--- src/rtl/tank_pkg.sv ---
// Shared types and the grid-step helper used by the tank and bullet logic.
package tank_pkg;

    localparam int GRID_W_DEF = 40;
    localparam int GRID_H_DEF = 30;
    localparam int COORD_W    = 6;

    typedef logic [COORD_W-1:0] coord_t;

    typedef enum logic [1:0] {
        DIR_UP    = 2'd0,
        DIR_RIGHT = 2'd1,
        DIR_DOWN  = 2'd2,
        DIR_LEFT  = 2'd3
    } dir_t;

    typedef enum logic {
        B_IDLE = 1'b0,
        B_FLY  = 1'b1
    } bstate_t;

    typedef struct packed {
        logic   ok;
        coord_t x;
        coord_t y;
    } step_t;

    // One cell step; bounds are checked before any decrement so nothing wraps.
    function automatic step_t step_cell(input coord_t x, input coord_t y, input dir_t d,
                                        input coord_t gw, input coord_t gh);
        step_t r;
        r.ok = 1'b1;
        r.x  = x;
        r.y  = y;
        case (d)
            DIR_UP: begin
                if (y == '0) r.ok = 1'b0;
                else         r.y  = y - coord_t'(1);
            end
            DIR_RIGHT: begin
                if (x >= gw - coord_t'(1)) r.ok = 1'b0;
                else                       r.x  = x + coord_t'(1);
            end
            DIR_DOWN: begin
                if (y >= gh - coord_t'(1)) r.ok = 1'b0;
                else                       r.y  = y + coord_t'(1);
            end
            default: begin
                if (x == '0) r.ok = 1'b0;
                else         r.x  = x - coord_t'(1);
            end
        endcase
        return r;
    endfunction

endpackage

--- src/rtl/tank_ctrl_tick_gen.sv ---
// Free-running divider: one-cycle tick when the count reaches DIV-1; holds while disabled.
module tick_gen #(
    parameter int DIV = 4
) (
    input  logic clk,
    input  logic rst,
    input  logic i_en,
    output logic o_tick
);

    localparam int CW = (DIV > 1) ? $clog2(DIV) : 1;

    logic [CW-1:0] cnt_reg;

    assign o_tick = i_en && (cnt_reg == CW'(DIV - 1));

    always_ff @(posedge clk or posedge rst) begin
        if (rst) begin
            cnt_reg <= '0;
        end else if (i_en) begin
            if (o_tick) cnt_reg <= '0;
            else        cnt_reg <= cnt_reg + CW'(1);
        end
    end

endmodule

--- src/rtl/tank_ctrl.sv ---
// Tank position/facing and single-bullet logic. Define TANK_WRAP_EN for toroidal tank movement.
module tank_ctrl
    import tank_pkg::*;
#(
    parameter int GRID_W     = GRID_W_DEF,
    parameter int GRID_H     = GRID_H_DEF,
    parameter int MOVE_DIV   = 2500000,
    parameter int BULLET_DIV = 625000,
    parameter int INIT_X     = 2,
    parameter int INIT_Y     = 2,
    parameter int INIT_DIR   = 0
) (
    input  logic       clk,
    input  logic       rst,
    input  logic       i_enable,
    input  logic       i_up,
    input  logic       i_down,
    input  logic       i_left,
    input  logic       i_right,
    input  logic       i_fire,
    output logic [5:0] o_tank_x,
    output logic [5:0] o_tank_y,
    output logic [1:0] o_tank_dir,
    output logic       o_bullet_valid,
    output logic [5:0] o_bullet_x,
    output logic [5:0] o_bullet_y,
    output logic       o_fire_pulse
);

    localparam coord_t GW         = coord_t'(GRID_W);
    localparam coord_t GH         = coord_t'(GRID_H);
    localparam coord_t INIT_X_C   = coord_t'(INIT_X);
    localparam coord_t INIT_Y_C   = coord_t'(INIT_Y);
    localparam dir_t   INIT_DIR_C = dir_t'(2'(INIT_DIR));

    logic move_tick;
    logic bullet_tick;

    tick_gen #(.DIV(MOVE_DIV)) u_move_tick (
        .clk    (clk),
        .rst    (rst),
        .i_en   (i_enable),
        .o_tick (move_tick)
    );

    tick_gen #(.DIV(BULLET_DIV)) u_bullet_tick (
        .clk    (clk),
        .rst    (rst),
        .i_en   (i_enable),
        .o_tick (bullet_tick)
    );

    coord_t  tank_x_reg,   tank_x_next;
    coord_t  tank_y_reg,   tank_y_next;
    dir_t    tank_dir_reg, tank_dir_next;
    bstate_t bstate_reg,   bstate_next;
    coord_t  bullet_x_reg, bullet_x_next;
    coord_t  bullet_y_reg, bullet_y_next;
    dir_t    bullet_dir_reg, bullet_dir_next;
    logic    fire_pulse_reg, fire_pulse_next;
    logic    fire_prev_reg;

    logic  req_valid;
    dir_t  req_dir;
    logic  fire_edge;
    logic  spawn;
    step_t ahead;
    step_t move_step;
    step_t bullet_step;

    always_comb begin
        req_valid = 1'b1;
        req_dir   = DIR_UP;
        if      (i_up)    req_dir = DIR_UP;
        else if (i_down)  req_dir = DIR_DOWN;
        else if (i_left)  req_dir = DIR_LEFT;
        else if (i_right) req_dir = DIR_RIGHT;
        else              req_valid = 1'b0;
    end

    assign fire_edge   = i_fire & ~fire_prev_reg;
    assign ahead       = step_cell(tank_x_reg, tank_y_reg, tank_dir_reg, GW, GH);
    assign move_step   = step_cell(tank_x_reg, tank_y_reg, req_dir, GW, GH);
    assign bullet_step = step_cell(bullet_x_reg, bullet_y_reg, bullet_dir_reg, GW, GH);
    assign spawn       = i_enable && fire_edge && (bstate_reg == B_IDLE) && ahead.ok;

    // Tank movement: direction always follows the request, position only if the step is legal.
    always_comb begin
        tank_x_next   = tank_x_reg;
        tank_y_next   = tank_y_reg;
        tank_dir_next = tank_dir_reg;
        if (move_tick && req_valid) begin
            tank_dir_next = req_dir;
            if (move_step.ok) begin
                tank_x_next = move_step.x;
                tank_y_next = move_step.y;
            end
`ifdef TANK_WRAP_EN
            else begin
                case (req_dir)
                    DIR_UP:    tank_y_next = GH - coord_t'(1);
                    DIR_RIGHT: tank_x_next = '0;
                    DIR_DOWN:  tank_y_next = '0;
                    default:   tank_x_next = GW - coord_t'(1);
                endcase
            end
`else
            else begin
                tank_x_next = tank_x_reg;
                tank_y_next = tank_y_reg;
            end
`endif
        end
    end

    // Bullet FSM; spawning only happens from idle, so a spawn never coincides with an advance.
    always_comb begin
        bstate_next     = bstate_reg;
        bullet_x_next   = bullet_x_reg;
        bullet_y_next   = bullet_y_reg;
        bullet_dir_next = bullet_dir_reg;
        fire_pulse_next = 1'b0;
        case (bstate_reg)
            B_IDLE: begin
                if (spawn) begin
                    bstate_next     = B_FLY;
                    bullet_x_next   = ahead.x;
                    bullet_y_next   = ahead.y;
                    bullet_dir_next = tank_dir_reg;
                    fire_pulse_next = 1'b1;
                end
            end
            default: begin
                if (bullet_tick) begin
                    if (bullet_step.ok) begin
                        bullet_x_next = bullet_step.x;
                        bullet_y_next = bullet_step.y;
                    end else begin
                        bstate_next = B_IDLE;
                    end
                end
            end
        endcase
    end

    always_ff @(posedge clk or posedge rst) begin
        if (rst) begin
            tank_x_reg     <= INIT_X_C;
            tank_y_reg     <= INIT_Y_C;
            tank_dir_reg   <= INIT_DIR_C;
            bstate_reg     <= B_IDLE;
            bullet_x_reg   <= '0;
            bullet_y_reg   <= '0;
            bullet_dir_reg <= DIR_UP;
            fire_pulse_reg <= 1'b0;
            fire_prev_reg  <= 1'b0;
        end else begin
            tank_x_reg     <= tank_x_next;
            tank_y_reg     <= tank_y_next;
            tank_dir_reg   <= tank_dir_next;
            bstate_reg     <= bstate_next;
            bullet_x_reg   <= bullet_x_next;
            bullet_y_reg   <= bullet_y_next;
            bullet_dir_reg <= bullet_dir_next;
            fire_pulse_reg <= fire_pulse_next;
            fire_prev_reg  <= i_fire;
        end
    end

    assign o_tank_x       = tank_x_reg;
    assign o_tank_y       = tank_y_reg;
    assign o_tank_dir     = tank_dir_reg;
    assign o_bullet_valid = (bstate_reg == B_FLY);
    assign o_bullet_x     = bullet_x_reg;
    assign o_bullet_y     = bullet_y_reg;
    assign o_fire_pulse   = fire_pulse_reg;

endmodule

--- config.mk ---
export PLATFORM = sky130hd
export DESIGN_NAME = tank_ctrl
export DESIGN_NICKNAME = d
export VERILOG_FILES = /design/src/rtl/tank_pkg.sv /design/src/rtl/tank_ctrl_tick_gen.sv /design/src/rtl/tank_ctrl.sv
export SDC_FILE = /design/constraint.sdc
export NUM_CORES = 1
export LEC_CHECK = 0
export CAP_MARGIN = 25
export CELL_PAD_IN_SITES_DETAIL_PLACEMENT = 0
export CELL_PAD_IN_SITES_GLOBAL_PLACEMENT = 1
export CORE_ASPECT_RATIO = 0.8
export CORE_UTILIZATION = 40
export CTS_CLUSTER_DIAMETER = 150
export CTS_CLUSTER_SIZE = 40
export DETAILED_ROUTE_END_ITERATION = 8
export HOLD_SLACK_MARGIN = 0.02
export PLACE_DENSITY = 0.75
export SLEW_MARGIN = 20
export SYNTH_ARGS = -nofsm -noshare
export SYNTH_HDL_FRONTEND = slang
export SYNTH_SLANG_ARGS = --single-unit
--- constraint.sdc ---
create_clock -name clk -period 3.8 [get_ports clk]
set_clock_uncertainty 0.2 [all_clocks]
set_input_delay 0.76 -clock clk [delete_from_list [all_inputs] [get_ports clk]]
set_output_delay 0.76 -clock clk [all_outputs]
set_load 0.005 [all_outputs]
; ---- After elaboration in Yosys (flattened, before gate mapping)
; Cells that the tools add are included.
[word_totals]
romBits = 0
word_cells = 116
input_bits = 8
register_bits = 73
out_inout_bits = 28
latchBits = 0
memories = 0
ramBits = 0
[op_classes]
muxes = 48
div_mod_pow = 0
shifts = 0
reduce_logical = 23
addsub = 10
multipliers = 0
n_bitwise = 4
n_eq_ne = 16
magnitude_cmp = 4
[ops]
columns = operator, count
row1 = $mux W6, 16
row2 = $pmux W6 S2, 6
row3 = $add A6 B1 Y6 const B, 4
row4 = $logic_not A6 Y1, 4
row5 = $sub A6 B1 Y6 const B, 4
row6 = $add A22 B1 Y22 const B, 1
row7 = $eq A22 B22 Y1 const B, 1
row8 = $mux W22, 1
row9 = $add A20 B1 Y20 const B, 1
row10 = $eq A20 B20 Y1 const B, 1
row11 = $mux W20, 1
row12 = $mux W1, 18
row13 = $ge A6 B5 Y1 const B, 2
row14 = $ge A6 B6 Y1 const B, 2
row15 = $reduce_and A6 Y1, 2
row16 = $ne A3 B3 Y1 const B, 3
row17 = $pmux W1 S3, 3
row18 = $eq A2 B1 Y1 const B, 3
row19 = $eq A2 B2 Y1 const B, 3
row20 = $logic_and A1 B1 Y1, 6
row21 = $logic_not A2 Y1, 3
row22 = $mux W2, 3
row23 = $reduce_and A3 Y1, 2
row24 = $reduce_or A2 Y1, 3
row25 = other kinds (8), 12

; ---- Logic depth before layout (Yosys ltp)
; Gate-level depths: netlist (run 1).
[depth]
word_depth = 8
mapped_depth = 9
mapped_depth_nobuf = 8

; ---- Modules after synthesis
; Synthesis (run 1) repeated with hierarchy kept, for this count alone.
[hier_totals]
cells_unflattened = 552
hier_area_um2 = 5014.8
[by_module_without_submodules]
columns = mod, cells_each, seq_area_each_um2, instances, area_each_um2
row1 = tank_ctrl, 348, 778.2, 1, 2840.2
row2 = tick_gen (u_move_tick), 110, 550.5, 1, 1149.9
row3 = tick_gen (u_bullet_tick), 94, 500.5, 1, 1024.7

; ---- Worst setup path before layout (run 1)
; No wires, ideal clock.
[synth_timing]
path_type = input port to flip-flop
startpoint = input port i_enable
endpoint = register bullet_y_reg[5], in the netlist o_bullet_y[5]
path_stages = 7
setup_time_ns = 0.120
arrival_time_ns = 2.390
t_required_ns = 3.480
setup_slack_ns = 1.089
n_path_buf = 1
path_cell_list = nand3_1 or2_4 or4_1 or2_0 buf_2 or3_1 o211a_1
[synth_between]
elab_chain_cells = 5
elab_cells_between_ends = 7
classes_between = eq/ne (1) / reduce/logical (6)
[synth_rtl]
columns = item, line_no
row1 = start: declaration, tank_ctrl.sv:15  ; input logic i_enable,
row2 = $logic_and A1 B1 Y1 (3 in series), tank_ctrl.sv:85  ; assign spawn = i_enable && fire_edge && (bstate_reg == B_IDLE) && ahead.ok;
row3 = $reduce_bool A2 Y1 (no line), -
row4 = $reduce_and A6 Y1 (no line) *, -
row5 = end signal: assignment, tank_ctrl.sv:163  ; bullet_y_reg <= bullet_y_next;
row6 = end: declaration, tank_ctrl.sv:58  ; coord_t bullet_y_reg, bullet_y_next;
; Mark *: on every way between the ends. The rest lies on a longest branch, timed or not.
; A chain may end at the register's enable or synchronous reset.

; ---- Worst setup path after layout (run 1)
[layout_timing]
startpoint = register tank_y_reg[0], in the netlist o_tank_y[0]
endpoint = register tank_x_reg[1], in the netlist o_tank_x[1]
[layout_between]
elab_chain_cells = 4
elab_cells_between_ends = 6
classes_between = order compare (1) / mux (3) / reduce/logical (2)
[layout_rtl]
columns = item, line_no
row1 = start: declaration, tank_ctrl.sv:54  ; coord_t tank_y_reg, tank_y_next;
row2 = start signal: assignment, tank_ctrl.sv:159  ; tank_y_reg <= tank_y_next;
row3 = $ge A6 B5 Y1 or $logic_not A6 Y1 (tied branches), "tank_pkg.sv:45, tank_pkg.sv:37"
row4 = "$mux W1, on equally long branches", "tank_pkg.sv:45, tank_pkg.sv:37"
row5 = $pmux W1 S3 *, tank_pkg.sv:35  ; case (d)
row6 = $reduce_and A3 Y1 (no line) *, -
row7 = end signal: assignment, tank_ctrl.sv:158  ; tank_x_reg <= tank_x_next;
row8 = end: declaration, tank_ctrl.sv:53  ; coord_t tank_x_reg, tank_x_next;
; Marks and branches as above.

==> results of run 1 <==
report_power, final:
group	switching, mW	leakage, nW	internal (mW)	total [mW]
Clock	0.347	0.142	0.481	0.828
Combinational	0.403	1.26	0.423	0.826
Sequential	0.196	0.917	0.894	1.09
worst paths after layout:
check / startpoint / to / slack, ns / cells past startpoint
min: u_move_tick.cnt_reg[21]$_DFFE_PP0P_ / u_move_tick.cnt_reg[21]$_DFFE_PP0P_ / 0.26 / 1
min reg2reg: u_move_tick.cnt_reg[21]$_DFFE_PP0P_ / u_move_tick.cnt_reg[21]$_DFFE_PP0P_ / 0.26 / 1
max: o_tank_y[0]$_DFFE_PP0P_ / o_tank_x[1]$_DFFE_PP1P_ / 0.74 / 8
max in group asynchronous: rst / o_tank_y[1]$_DFFE_PP1P_ / 2.24 / 3
min in group asynchronous: rst / u_bullet_tick.cnt_reg[11]$_DFFE_PP0P_ / 0.49 / 2
max reg2reg: o_tank_y[0]$_DFFE_PP0P_ / o_tank_x[1]$_DFFE_PP1P_ / 0.74 / 8
kinds of logic (layout without fill, tap and decap cells):
family                     after synthesis  in the layout  synth area share
muxes                                   14             14            0.0294
and+or+nand+nor                        229            229             0.244
adders and majority gates               19             19            0.0512
buffers and inverters                   46             82            0.0358
AOI/OAI and AO/OA                      156            156             0.199
xor gates and xnor gates                39             39            0.0692
DFF                                     73             73             0.371
metal layers:
metal / vias to the layer above / part of all wire
met5: - / 0
met4: 0 / 0.0093
met3: 12 / 0.051
met2: 126 / 0.42
met1: 2149 / 0.52
li1: 2172 / -
per-stage QoR:
| step | hold WS [ns] | worst slack [ns] | cells |
|---|---|---|---|
| after floorplan | 0.231 | 0.990 | 576 |
| after global placement | 0.251 | 0.524 | 744 |
| after detailed placement | 0.256 | 0.473 | 744 |
| after CTS | 0.266 | 0.766 | 760 |
| after global routing | 0.317 | 0.581 | 760 |
| final | 0.264 | 0.744 | 760 |
area by class of cell:
cell class,count,area (um2),area share
tap,148,185,0.0322
timing repair buffer,45,438,0.0761
sequential,73,1830,0.318
multi-input combinational,457,2930,0.509
clock inverter,5,38.8,0.00674
clock buffer,11,253,0.0439
inverter,21,78.8,0.0137
worst max-delay path: cells and delay by family (launching register included):
kind,cells,cell delay (ns)
adder cells (fa/ha/maj),1,0.30
multiplexers,1,0.39
buffers and inverters,1,0.21
AND/OR/NAND/NOR,2,0.45
AO/OA/AOI/OAI,3,0.92
flip-flops,1,0.51
Yosys cell counts, types with 5 or more instances:
library cell,n
nand2_1,44
nand3_1,23
or3_1,12
nor2_1,45
nor3_1,19
ha_1,17
a21oi_1,34
clkbuf_1,22
a21o_1,5
xnor2_1,23
o31ai_1,6
and3_1,10
nor2b_1,7
xor2_1,16
inv_1,21
nand2b_1,11
o21ai_0,55
nand4_1,16
a31oi_1,6
dfrtp_1,71
o211ai_1,8
mux2i_1,10
nor4_1,9
==> flow_summary.json, run 1 <==
{
  "ctsLongestPathBuffers": 2,
  "busiest_layer": "met1",
  "wl_per_cell_um": 17.0,
  "diodes": 0,
  "critical_path.max_stage_delay_ns": 0.51,
  "yosysUniqueCellTypes": 68,
  "ir_worst_vdd_mv": 0.244,
  "hold_buffers": 0,
  "dpl_cell_area_um2": 5460,
  "finalSetupViolCount": 0,
  "h-tree-depth": 3,
  "period_minus_slack_ns": 3.06,
  "nets": 634,
  "drt_wl_total_mm": 12.9,
  "required_ns": 3.87,
  "via_per_inst": 5.87,
  "clk_latency_ns": 0.34,
  "cts_setup_buffers": 0,
  "synth_nets": 603,
  "fillers": 1135,
  "first_pass_iters": 4,
  "final_common_cell": "dfrtp_1",
  "ys_seq_area_frac": 0.371,
  "fin_util": 0.488,
  "startpoint_type": "register",
  "path_class": "register to register",
  "overflow": 0,
  "placementRows": 35,
  "hold_violations": 0,
  "drc": 0,
  "grt_util_met3": 0.0401,
  "grtUsageMet2": 0.305,
  "route.antenna.remaining_nets": 0,
  "via_count": 4459,
  "synth_seq_cells": 73,
  "cts_root_buffer": "clkbuf_16",
  "clk_pin_slew_ns": 0.06,
  "core_area_um2": 11800,
  "drt_first_iter_violations": 327,
  "status": "finished clean",
  "clock-sinks": 73,
  "synth-edff-count": 0,
  "grt_pass1_wl_mm": 21.8,
  "grt_pass1_vias": 4114,
  "syn_area_um2": 4930,
  "finalMaxSlewViolations": 0,
  "grt_max_degree": 62,
  "end_kind": "register",
  "met1_usage": 0.331,
  "period_share": 0.804,
  "globalplace.congestion": 0.851,
  "die_area_um2": 12800,
  "maxCapViolCount": 0,
  "leakagePower_nw": 2.32,
  "fp.dieH_um": 101,
  "slowest_stage": "dfrtp_1",
  "netlist_instances": 576,
  "port_buffers": 35,
  "drive_above_1_share": 0.0719,
  "worstPathArrival_ns": 3.12,
  "cts_tree": "built",
  "cp_max_fo": 10,
  "ys_warn_count": 0,
  "antenna_found_initial": 0,
  "hp-class": "register to register",
  "ys.flop_type": "dfrtp_1",
  "syn_avg_cell_area_um2": 8.57,
  "cts_resized": 0,
  "synthTopCellsByArea": "dfrtp_1 36%, o21ai_0 5.6%, ha_1 4.3%",
  "worstPathCellList": "inv_1 -> ha_1 -> and2b_1 -> o211ai_1 -> nand2_1 -> o2111ai_2 -> mux2_2 -> a21oi_1",
  "cts_inserted_buffers": 9,
  "start_util": 0.419,
  "final_area_um2": 5750,
  "final_cell_mix": "71 x dfrtp_1, 55 x o21ai_0, 45 x nor2_1, 44 x nand2_1, 35 x clkdlybuf4s50_1",
  "power_mw": 2.74,
  "io-pin-count": 36,
  "rsz0062_at_grt": "false",
  "fin_setup_tns_ns": 0,
  "largest_reg_flops": 22,
  "grtUsageTotal": 0.215,
  "max-slew-margin-rel": 0.524,
  "synth_largest_area_cell": "dfrtp_1",
  "synth-async-reset-ratio": 1.00,
  "dp_hpwl_mm": 9.33,
  "die_w_um": 126,
  "power.density_nw_per_um2": 477,
  "worst_pin_slew_ns": 0.706,
  "synthToLayoutAreaGrowth_pct": 16.6,
  "max_clock_freq_mhz": 327,
  "yosysTopAreaCellShare": 0.360
}
No activity file was read; power rests on OpenSTA's default activity.
==> run 2: changes to the inputs <==
==> constraint.sdc (replaced) <==
create_clock -name clk -period 2.9 [get_ports clk]
set_clock_uncertainty 0.2 [all_clocks]
set_input_delay 0.58 -clock clk [delete_from_list [all_inputs] [get_ports clk]]
set_output_delay 0.58 -clock clk [all_outputs]
set_load 0.005 [all_outputs]
==> run 2 against run 1 <==
Flip-flop and latch count unchanged. Combinational power increased by 34%. Power increased by 30%. Core utilization increased by 1.7 points. Fmax increased by 9.6%. Largest cell class unchanged.
==> flow_summary.json, run 2 (synthesis results as in run 1) <==
{
  "holdWs_ns": 0.269,
  "core_area_um2": 11800,
  "rsz0062_at_grt": "false",
  "maxCapViolCount": 0,
  "placementRows": 35,
  "cts_tree": "built",
  "reg2reg_slack_ns": 0.11,
  "grt_util_met3": 0.0502,
  "final_common_cell": "dfrtp_1",
  "overflow": 0,
  "path_class": "register to register",
  "max_clock_freq_mhz": 359,
  "cts_root_buffer": "clkbuf_16",
  "drive_above_1_share": 0.114,
  "met1_usage": 0.327,
  "period_minus_slack_ns": 2.79,
  "worst_pin_slew_ns": 0.590,
  "drt_wl_total_mm": 13.1,
  "cts_setup_buffers": 0,
  "finalSetupViolCount": 0,
  "nets": 663,
  "drt_first_iter_violations": 327,
  "ir_worst_vdd_mv": 0.410,
  "via_count": 4557,
  "period_share": 0.961,
  "status": "finished clean",
  "fin_util": 0.505,
  "cts_inserted_buffers": 9,
  "leakagePower_nw": 2.45,
  "hp-start": "u_move_tick.cnt_reg[21]$_DFFE_PP0P_",
  "regToRegStartpoint": "o_tank_y[1]$_DFFE_PP1P_",
  "drc": 0,
  "hp-class": "register to register",
  "hold_buffers": 0,
  "io-pin-count": 36,
  "grt_pass1_vias": 4309,
  "start_util": 0.419,
  "power.density_nw_per_um2": 599,
  "r2r-end": "o_tank_x[1]$_DFFE_PP1P_",
  "dp_hpwl_mm": 9.66,
  "power_mw": 3.56,
  "startpoint_type": "register",
  "grt_max_degree": 58,
  "grt_pass1_wl_mm": 22.4,
  "route.antenna.remaining_nets": 0,
  "globalplace.congestion": 0.849,
  "via_per_inst": 5.78,
  "die_w_um": 126,
  "hold_path_depth": 1,
  "hold_violations": 0,
  "cp_max_fo": 9,
  "antenna_found_initial": 0,
  "min_to": "u_move_tick.cnt_reg[21]$_DFFE_PP0P_",
  "clock-sinks": 73,
  "first_pass_iters": 5,
  "diodes": 0,
  "cts_resized": 0,
  "grtUsageTotal": 0.223,
  "fillers": 1128,
  "h-tree-depth": 3,
  "clk_latency_ns": 0.34,
  "max-slew-margin-rel": 0.596,
  "place_inst": 773,
  "fp.dieH_um": 101,
  "r2r_cells": 8,
  "ctsLongestPathBuffers": 2,
  "busiest_layer": "met2",
  "port_buffers": 35,
  "end_kind": "register",
  "final-instance-count-excl-fill": 789,
  "wl_per_cell_um": 16.6,
  "final_cell_mix": "71 x dfrtp_1, 55 x o21ai_0, 45 x nor2_1, 44 x nand2_1, 38 x buf_4",
  "synthToLayoutAreaGrowth_pct": 20.6,
  "largest_reg_flops": 22,
  "grtUsageMet2": 0.336,
  "seq_area_um2": 1830,
  "die_area_um2": 12800,
  "finalMaxSlewViolations": 0,
  "clk_pin_slew_ns": 0.06,
  "multi_input_area_um2": 2930,
  "required_ns": 2.96,
  "worstPathArrival_ns": 2.84
}
-- run 2: final cells by class --
cell class,instances,area share
clock inverters,6,0.00715
clock buffers,10,0.0385
multi-input cells,457,0.492
well taps,148,0.0311
flip-flops and latches,73,0.307
repair buffers,74,0.110
inverters,21,0.0132
-- run 2: per-layer routing --
layer / up-vias / wire length, um
met1: 2198 / 6680
met2: 111 / 5660
met4: 0 / 80
li1: 2241 / -
met3: 7 / 697
met5: - / 0
-- run 2: per-stage QoR --
stage / setup WS (ns) / cell area (um2) / setup TNS, ns
after CTS: 0.101 / 5950 / 0
after global placement: -0.105 / 5680 / -0.288
after detailed placement: -0.163 / 5680 / -0.637
final: 0.113 / 5950 / 0
after global routing: 0.000624 / 5950 / 0
after floorplan: 0.204 / 4930 / 0
-- run 2: how the worst max path moves through the flow --
stage	startpoint	end	slack, ns	cells after the start
after global routing	o_tank_y[1]$_DFFE_PP1P_	o_tank_x[1]$_DFFE_PP1P_	0.0006	8
after floorplan	o_tank_y[1]$_DFFE_PP1P_	o_bullet_x[5]$_DFFE_PP0P_	0.20	9
after global placement	i_enable	o_bullet_y[5]$_DFFE_PP0P_	-0.11	7
after CTS	o_tank_y[1]$_DFFE_PP1P_	o_tank_x[1]$_DFFE_PP1P_	0.10	8
after detailed placement	i_enable	o_bullet_y[5]$_DFFE_PP0P_	-0.16	7
final	o_tank_y[1]$_DFFE_PP1P_	o_tank_x[1]$_DFFE_PP1P_	0.11	8
-- run 2: power by group --
part / internal [mW] / switching (mW)
sequential: 1.17 / 0.252
clock: 0.581 / 0.454
combinational: 0.568 / 0.538
total: 2.32 / 1.24
-- run 2: worst max-delay path: stages, from the launching register on --
cell and delay [ns]:
dfstp_2 0.53, inv_1 0.08, ha_1 0.20, and2b_2 0.25
o211ai_1 0.29, nand2_1 0.17, o2111ai_2 0.46, mux2_2 0.39
a21oi_1 0.15
==> RTL change (flow settings as in run 2) <==
The output `o_fire_pulse` loses its register stage (`fire_pulse_reg` becomes a continuous assignment).
--- a/src/rtl/tank_ctrl.sv
+++ b/src/rtl/tank_ctrl.sv
@@ -153,5 +153,4 @@
             bullet_y_reg   <= '0;
             bullet_dir_reg <= DIR_UP;
-            fire_pulse_reg <= 1'b0;
             fire_prev_reg  <= 1'b0;
         end else begin
@@ -163,8 +162,9 @@
             bullet_y_reg   <= bullet_y_next;
             bullet_dir_reg <= bullet_dir_next;
-            fire_pulse_reg <= fire_pulse_next;
             fire_prev_reg  <= i_fire;
         end
     end
+
+    assign fire_pulse_reg = fire_pulse_next;
 
     assign o_tank_x       = tank_x_reg;
Check against the original RTL: not equivalent (Yosys sat finds a counterexample within 4 cycles, from zero or initial values and one cycle with rst high).
==> RTL change against run 2 <==
  * Routed wire length is 2.9% lower
  * Area after synthesis is 2.7% lower
  * Core utilization is 0.93 points higher
  * Synthesized cell count is 6.4% lower
  * Critical path type is now register to output port
  * Worst setup slack worse by 0.051 ns
  * Critical path depth is 1 lower
  * First-iteration DRC count is 17% lower
  * Die area is 2.6% lower
  * Sequential cell count is 1 lower
  * Via count is 3.4% lower
  * Design area is 0.34% higher
Power is not compared: it rests on default switching activity, and its combinational part moved more than twofold at a synthesized area within 25%.
==> RTL change: results (changes against run 2) <==
Run status
  – Status: finished, final reports clean (unchanged)

Global routing
  – Total GRT Usage: 21.4% (was 22.3%)
  – Vias in the first global route: 4,242 (was 4,309)
  – Grt met3 use: 3.62% (was 5.02%)
  – GR Util met2: 33.0% (was 33.6%)
  – Largest net degree at the start of global routing: 37 (was 58)
  – GR Layer Usage met1: 30.9% (was 32.7%)
  – Antenna violations before repair: 0 (unchanged)
  – First-pass GRT wire length: 21,400 µm (was 22,400 µm)

Worst setup path
  – CP max FO: 5 (was 9)
  – Worst R2R End: o_bullet_y[5] (was o_tank_x[1])
  – Worst-case reg-to-reg path depth: 9 (was 8)
  – Crit path DAT: 2.06 ns (was 2.84 ns)
  – R2R Setup Slk: 0.27 ns (was 0.11 ns)
  – Slowest stage delay, CP: approximately 0.52 ns

Finish
  – Final net count: 643 (was 663)
  – Fill count: 1,107 (was 1,128)
  – Max reg flops: 22 (unchanged)
  – Fraction of layout instances using a drive strength above 1: 15.8% (was 11.4%)

Routing
  – DR top layer: met4 (unchanged)
  – DRT Wirelength: 12,700 µm (was 13,100 µm)
  – Met3 WL post-DR: 681 µm (was 697 µm)
  – Initial DRC count: 272 (was 327)
  – Met1 wire length: 6290 µm (was 6680 µm)
  – Met2 wire length: 5610 µm (was 5660 µm)
  – Vias per std cell: 5.72 (was 5.78)

Min path
  – HP Class: register to register (unchanged)
  – Hold EP: u_move_tick.cnt_reg[21] (unchanged)

Synthesis
  – Asr flop ratio synth: 100% (unchanged)
  – Post-synthesis instance total: 539 (was 576)
  – Top post-synthesis cells by area: dfrtp_1 (36%), xnor2_1 (6.4%), ha_1 (4.4%), nor2_1 (4.4%), a21oi_1 (3.2%) (was dfrtp_1 (36%), o21ai_0 (5.6%), ha_1 (4.3%), xnor2_1 (4.1%), a21oi_1 (3.4%))
  – Seq/Total Area, Yosys: 37.6% (was 37.1%)
  – Commonest cells post-synth: dfrtp_1 (70), nor2_1 (56), nand2_1 (40) (was dfrtp_1 (71), o21ai_0 (55), nor2_1 (45))
  – Synth Net Count: 566 (was 603)
  – Post-synth cell types: 67 (was 68)

CTS
  – Clk buf depth: 2 (unchanged)
  – CTS tree: yes (unchanged)
  – Worst skew pair latency: 0.34 ns (about the same)
  – CTS buffer count: 9 (unchanged)

Placed design
  – Port bufs: 35 (unchanged)
  – DP HPWL: 9570 µm (was 9660 µm)
  – GP Congestion: 0.919 (was 0.849)

Pwr
  – P_leak: ~2.6 nW
  – Worst VDD drop: ~240 µV

STA
  – Slew @ Worst Pin: 0.620 ns (was 0.590 ns)
==> RTL change: what timing repair did <==
action	CTS	global route
pin swaps	3	1
endpoints found under the hold margin	0	0
resized for setup	5	3
endpoints found under the setup margin	1	1
==> RTL change: worst max-delay path by stage <==
stage,endpoint,from,slack (ns)
6_report,o_fire_pulse,o_tank_y[1],0.06
3_3_place_gp,o_fire_pulse,i_enable,-0.07
5_1_grt,o_fire_pulse,o_tank_y[1],0.004
3_5_place_dp,o_fire_pulse,i_enable,-0.09
4_1_cts,o_fire_pulse,o_tank_y[1],0.05
2_1_floorplan,o_fire_pulse,o_tank_y[1],0.27
==> RTL change: kinds of logic (layout without fill, tap and decap cells) <==
| logic type | count (synthesis) | count (layout) | share of synthesized area [%] |
|---|---|---|---|
| XOR/XNOR | 51 | 51 | 9.30 |
| AND/OR/NAND/NOR | 217 | 217 | 24.1 |
| buffers and inverters | 42 | 124 | 3.70 |
| adder cells (fa/ha/maj) | 19 | 19 | 5.26 |
| AO/OA/AOI/OAI | 125 | 125 | 17.3 |
| multiplexers | 13 | 13 | 2.81 |
| flip-flops | 72 | 72 | 37.6 |
==> RTL change: layout make-up <==
| cell class | count | area (µm²) | share of cell area (%) |
|---|---|---|---|
| Inverter | 19 | 71.3 | 1.19 |
| Clock inverter | 4 | 51.3 | 0.859 |
| Timing Repair Buffer | 89 | 763 | 12.8 |
| Tap cell | 148 | 185 | 3.10 |
| Sequential cell | 72 | 1800 | 30.2 |
| Multi-Input combinational cell | 425 | 2840 | 47.5 |
| Clock buffer | 12 | 256 | 4.30 |
==> RTL change: worst max-delay path: cells and delay by family (launching register included) <==
kind / cells / cell delay (ns)
compound gates: 2 / 0.49
fa+ha+maj: 1 / 0.21
buf+inv: 2 / 0.21
flops: 1 / 0.52
simple gates: 2 / 0.30
==> RTL change: metrics by stage <==
step	std cells	cell area (µm²)	hold WS, ns	TNS [ns]	worst slack (ns)
2_1_floorplan	539	4800	0.245	0	0.273
3_3_place_gp	753	5650	0.267	-0.0703	-0.0703
3_5_place_dp	753	5650	0.276	-0.104	-0.0886
4_1_cts	769	5960	0.284	0	0.0508
5_1_grt	769	5970	0.298	0	0.00432
6_report	769	5970	0.290	0	0.0617
==> RTL change: report_power, final <==
| part | switching [W] | internal (W) | total [W] |
|---|---|---|---|
| Combinational | 0.000115 | 0.000132 | 0.000247 |
| Sequential | 0.000110 | 0.00109 | 0.00120 |
| Clock | 0.000431 | 0.000715 | 0.00115 |
| Total | 0.000656 | 0.00194 | 0.00260 |
